<file path="src/rtl/crc32_d32_if.sv">
// crc32_d32_if: word stream into the CRC block and running CRC back out
// i_d/i_d_vld: data word and its strobe; i_clr: restart the CRC; o_crc: register contents
interface crc32_d32_if;
  logic [31:0] i_d;
  logic        i_d_vld;
  logic        i_clr;
  logic [31:0] o_crc;
  modport master (output i_d, i_d_vld, i_clr, input o_crc);
  modport slave (input i_d, i_d_vld, i_clr, output o_crc);
endinterface

</file>
<file path="src/rtl/crc32_d32.sv">
// crc32_d32: one-word-per-clock MSB-first CRC-32 (0x04C11DB7), augmented form, zero init
// i_clk/i_rst: clock and sync active-high reset; bus: crc32_d32_if slave (i_d, i_d_vld, i_clr in, o_crc out)
module crc32_d32 (
  input logic         i_clk,
  input logic         i_rst,
  crc32_d32_if.slave  bus
);
  localparam logic [31:0] POLY = 32'h04C1_1DB7;
  logic [31:0] crc_q, crc_d;
  // Data bits enter at the low end, so a word into a zero register comes straight out.
  function automatic logic [31:0] crc_step(input logic [31:0] r, input logic [31:0] d);
    logic fb;
    for (int b = 31; b >= 0; b--) begin
      fb = r[31];
      r  = {r[30:0], d[b]};
      r  = fb ? r ^ POLY : r;
    end
    return r;
  endfunction
  always_comb begin
    crc_d = bus.i_clr ? 32'h0 : bus.i_d_vld ? crc_step(crc_q, bus.i_d) : crc_q;
  end
  always_ff @(posedge i_clk) begin
    if (i_rst) crc_q <= 32'h0;
    else       crc_q <= crc_d;
  end
  assign bus.o_crc = crc_q;
endmodule

</file>
<file path="src/flat_wrapper.sv">
// flat-port wrapper written by rule: the top's interface ports become plain ports
module crc32_d32_flat 
  (i_clk, i_rst, bus_i_d, bus_i_d_vld, bus_i_clr, bus_o_crc);
  crc32_d32_if bus_i ();
  input logic i_clk;
  input logic i_rst;
  input wire logic [$bits(bus_i.i_d)-1:0] bus_i_d;
  input wire logic [$bits(bus_i.i_d_vld)-1:0] bus_i_d_vld;
  input wire logic [$bits(bus_i.i_clr)-1:0] bus_i_clr;
  output wire logic [$bits(bus_i.o_crc)-1:0] bus_o_crc;
  assign bus_i.i_d = bus_i_d;
  assign bus_i.i_d_vld = bus_i_d_vld;
  assign bus_i.i_clr = bus_i_clr;
  assign bus_o_crc = bus_i.o_crc;
  crc32_d32 u_core (.i_clk(i_clk), .i_rst(i_rst), .bus(bus_i));
endmodule
</file>
<file path="config.mk">
export PLATFORM = sky130hd
export DESIGN_NAME = crc32_d32_flat
export DESIGN_NICKNAME = d
export VERILOG_FILES = /design/src/rtl/crc32_d32_if.sv /design/src/rtl/crc32_d32.sv /design/src/flat_wrapper.sv
export SDC_FILE = /design/constraint.sdc
export NUM_CORES = 1
export LEC_CHECK = 0
export BUFFER_PORTS_ARGS = -buffer_cell sky130_fd_sc_hd__buf_4
export CORE_MARGIN = 2
export CORE_UTILIZATION = 50
export CTS_BUF_LIST = sky130_fd_sc_hd__clkbuf_8
export DETAILED_ROUTE_END_ITERATION = 7
export PLACE_DENSITY = 0.75
export SYNTH_ARGS = -nofsm -noshare
export SYNTH_HDL_FRONTEND = slang
export SYNTH_SLANG_ARGS = --single-unit
</file>
<file path="constraint.sdc">
create_clock -name i_clk -period 3.8 [get_ports i_clk]
set_input_delay 0.76 -clock i_clk [delete_from_list [all_inputs] [get_ports i_clk]]
set_output_delay 0.76 -clock i_clk [all_outputs]
set_load 0.05 [all_outputs]
</file>
# Word-level counts from Yosys, hierarchy flattened
# Cells that the tools add are included.
# totals
out_inout_bits,32
inputBits,36
reg_bits,32
elab_cells,66
# op_classes
reduce_logical,1
muxes,32
n_bitwise,32
# op_table
cell,count
$mux 27,32
$not 14->14,32
$reduce_or 2->1,1

# Longest topological paths before layout
# logic_depth
ltp_word,64
depth_mapped,10
ltp_nobuf,8

# Worst setup path before layout
# No wires, ideal clock.
# synth_timing
path_type,reg-to-reg
startpoint,"register u_core.crc_q[30], in the netlist u_core.bus.o_crc[30]"
endpoint,"register u_core.crc_q[7], in the netlist u_core.bus.o_crc[7]"
arrival_ns,3.521
path_slack_ns,0.159
setup_ns,0.120
t_required_ns,3.680
stages_incl_launch_ff,11
path_buffers,2
synth_period_minus_slack_ns,3.641
path_cell_list,dfxtp_1 > buf_6 > xnor3_2 > xnor2_4 > xnor3_1 > xor3_1 > buf_4 > xnor2_2 > xnor2_1 > nor3b_1 > a211o_1
# synth_between
elab_chain_cells,37
word_cells_on_any_way,58
cone_classes,mux: 31; bitwise: 27
# synth_lines
item,line,source
"start, declared",crc32_d32.sv:9,"logic [31:0] crc_q, crc_d;"
"start signal, assigned",crc32_d32.sv:25,else crc_q <= crc_d;
$mux 27 *,crc32_d32.sv:16,r = fb ? r ^ POLY : r;
$mux 27 / $not 14->14 (equally long branches),n/a,
$not 14->14 (no source line) / $mux 27 (equally long branches),n/a,
$mux 27,crc32_d32.sv:16,
$not 14->14 (no source line),n/a,
$mux 27,crc32_d32.sv:16,
$not 14->14 (no source line) / $mux 27 (equally long branches),n/a,
$mux 27 / $not 14->14 (equally long branches) (3 in series),n/a,
(+18 left out),n/a,
$mux 27 / $not 14->14 (equally long branches) (2 in series),n/a,
$not 14->14 (no source line) / $mux 27 (equally long branches),n/a,
$mux 27 / $not 14->14 (equally long branches),n/a,
$not 14->14 (no source line) / $mux 27 (equally long branches),n/a,
$mux 27,crc32_d32.sv:16,
$mux 27 / $not 14->14 (equally long branches),n/a,
$not 14->14 (no source line) / $mux 27 (equally long branches),n/a,
$mux 27 *,crc32_d32.sv:16,
# Mark *: on every way between the ends. The rest lies on a longest branch, timed or not.
# A chain may end at the register's enable or synchronous reset.

# Worst setup path in the final report
# layout_timing
startpoint,"register u_core.crc_q[27], in the netlist u_core.bus.o_crc[27]"
endpoint,"register u_core.crc_q[7], in the netlist u_core.bus.o_crc[7]"
# layout_between
elab_chain_cells,32
word_cells_on_any_way,52
cone_classes,mux: 28; bitwise: 24
# layout_lines
item,line
$mux 27 *,crc32_d32.sv:16
$mux 27 / $not 14->14 (equally long branches) (3 in series),n/a
$not 14->14 (no source line) / $mux 27 (equally long branches),n/a
$mux 27,crc32_d32.sv:16
$mux 27 / $not 14->14 (equally long branches) (4 in series),n/a
$mux 27,crc32_d32.sv:16
$not 14->14 (no source line) / $mux 27 (equally long branches),n/a
$mux 27,crc32_d32.sv:16
(+10 left out),n/a
$mux 27 / $not 14->14 (equally long branches) (2 in series),n/a
$not 14->14 (no source line) / $mux 27 (equally long branches),n/a
$mux 27 / $not 14->14 (equally long branches),n/a
$not 14->14 (no source line) / $mux 27 (equally long branches),n/a
$mux 27,crc32_d32.sv:16
$mux 27 / $not 14->14 (equally long branches),n/a
$not 14->14 (no source line) / $mux 27 (equally long branches),n/a
$mux 27 *,crc32_d32.sv:16
# Marked as above.

==> results.cfg <==
[outcome]
status = complete, no violations

[yosys]
synth_cells = 383
syn-cell-area_um2 = 4430
synth_top_area_share_pct = 28.3
yosys_warnings = 0
synth_nets = 419
synth_top_area_cell = xnor2_1
syn_area_per_cell_um2 = 11.6
synth_area_leaders = xnor2_1 28%, xnor3_1 15%, dfxtp_1 14%
synth_cell_types = 27
ys_seq_area_share_pct = 14.5
synth_seq_cells = 32

[final_layout]
drive_gt1_share_pct = 30.2
fillers = 733
layout-area-overhead-vs-synth_pct = 18.4
layout.cells.non_filler = 568
largest_register_ffs = 32
antennaDiodeCount = 0
nets = 495
final_cell_mix = 142 x xnor2_1, 91 x buf_4, 44 x xor2_1
finalCoreUtilization_pct = 60.5
layout_commonest_cell = xnor2_1

[setup_path]
crit_path_top_delay_cell = dfxtp_1
crit_chain = buf_4 -> xor2_1 -> xnor3_1 -> xnor3_1 -> xor3_1 -> buf_4 -> xnor2_2 -> xnor2_1 -> nor3b_1 -> a211o_1
r2r_slack_ns = 0.21
worst_ep_arrival_time_ns = 3.78
end_kind = flop
cp-startpoint = u_core.bus.o_crc[27]
crit_type = flop to flop
required_ns = 4.00
crit-reg2reg-launch = u_core.bus.o_crc[27]
r2r-end = u_core.bus.o_crc[7]
start_kind = flop
worst-path-stages = 10
rr_worst_depth = 10
cp_top_family = XOR/XNOR gates
cp-endpoint = u_core.bus.o_crc[7]
cpPeakStageDelay_ns = 0.57
worst-path-buf-inv = 2
worstPathMaxFanout = 8

[timing]
slew_headroom_pct = 42.6
tightestPinTransition_ns = 0.856
period_share_pct = 94.4
slew_violations = 0
clock_skew_ns = 0.0110
rsz0062_at_grt = false
setup_ws_ns = 0.212
fmax_ghz = 0.279
final_hold_viol_count = 0
setup_viol = 0
timing.final.crit_period_ns = 3.59
setup_tns_ns = 0

[global_route]
grt.total_usage_pct = 25.7
grt_pass1_wl_um = 18200
grt_start_max_net_pins = 53
grt_pass1_vias = 2950
grt_antenna_before_repair = 0
grt_overflow = 0

[cts]
clk_pin_slew_worst_paths_ns = 0.08
cts_max_path_buffers = 2
cts_hold_buffers = 0
clk_latency_ns = 0.30
cts-root-buf = clkbuf_8
clock-sinks = 32
cts_inserted_buffers = 5
htreeDepth = 2
cts_tree = yes

[die]
ios = 68
die_x_um = 98.2
core_area_um2 = 8680
rows = 34
die_y_um = 98.2
start_util_pct = 51.1
dieArea_um2 = 9640

[drt]
via_count = 2973
drt_iter0_drc = 189
routedWlPerCell_um = 21.2
route.detailed.vias_per_inst = 5.23
drt_wl_total_um = 12000
firstDrtPassIters = 4
ant_nets = 0
drc = 0

[placement]
place_inst = 560
place.detailed.hpwl_um = 9780
place_ws_ns = 0.137
globalplace.congestion = 0.989
numPortBuffers = 67

[worst_hold_path]
hold_class = flop to flop

[run]
drv_cap = 0
-- layer usage --
layer  GRT usage [%]  vias up  wire (µm)
li1                -     1386          -
met1            36.7     1450       5400
met2            40.8      115       5590
met3            4.22       22        767
met4            7.17        0        280
met5               0        -          0
-- area by class of cell --
cell class,instances,area (µm²),share of cell area [%]
Clock buffer,5,68.8,1.31
Sequential cell,32,641,12.2
Tap cell,108,135,2.58
Multi-Input combinational cell,329,3680,70.1
Clock inverter,3,38.8,0.739
Timing Repair Buffer,91,683,13.0
-- metrics by stage --
stage / cell area [µm²] / hold slack (ns)
5_1_grt: 5250 / 0.543
4_1_cts: 5240 / 0.510
2_1_floorplan: 4430 / 0.702
6_report: 5250 / 0.502
3_5_place_dp: 5130 / 0.501
3_3_place_gp: 5130 / 0.492
-- synthesized netlist by cell type --
cell type / n
buf_4: 4
o21ai_0: 3
buf_6: 2
xnor3_4: 2
xnor3_2: 9
nor2_1: 29
xor3_2: 1
xnor2_1: 143
a21oi_1: 4
xnor2_4: 9
xor2_2: 6
a211oi_1: 15
dfxtp_1: 32
nor3b_1: 2
buf_2: 5
xor2_4: 3
or2_2: 1
nand2b_1: 2
nand2_1: 1
clkbuf_1: 10
a211o_1: 1
xnor3_1: 30
buf_1: 1
mux2i_1: 12
xor2_1: 44
xor3_1: 3
xnor2_2: 9
-- logic make-up (layout without fill, tap and decap cells) --
| group | Yosys count | after routing | synth area share (%) |
|---|---|---|---|
| XOR/XNOR | 259 | 259 | 73.3 |
| buffers and inverters | 22 | 99 | 2.68 |
| AND/OR/NAND/NOR | 35 | 35 | 3.30 |
| multiplexers | 12 | 12 | 2.71 |
| flip-flops | 32 | 32 | 14.5 |
| AO/OA/AOI/OAI | 23 | 23 | 3.53 |
-- worst reg2reg max path, delay by kind of cell (launching register included) --
| kind | cells | cell delay [ns] |
|---|---|---|
| xor+xnor | 6 | 2.05 |
| flops | 1 | 0.57 |
| buf+inv | 2 | 0.48 |
| compound gates | 1 | 0.27 |
| simple gates | 1 | 0.11 |
-- how the worst min path moves through the flow --
stage,start,endpoint,slack [ns],cells past startpoint
floorplan,u_core.bus.o_crc[2],u_core.bus.o_crc[2],0.70,2
global placement,u_core.bus.o_crc[8],u_core.bus.o_crc[8],0.49,2
detailed placement,u_core.bus.o_crc[8],u_core.bus.o_crc[8],0.50,2
CTS,u_core.bus.o_crc[8],u_core.bus.o_crc[8],0.51,2
global route,u_core.bus.o_crc[4],u_core.bus.o_crc[4],0.54,2
finish,u_core.bus.o_crc[8],u_core.bus.o_crc[8],0.50,2
-- repair_timing --
item,4_1_cts,5_1_grt
gates resized for setup,0,1
setup buffers,0,0
setup endpoints to repair,0,1
Power is not shown: default switching activity piles up to over one toggle a cycle in this logic, so the estimate is an artifact.
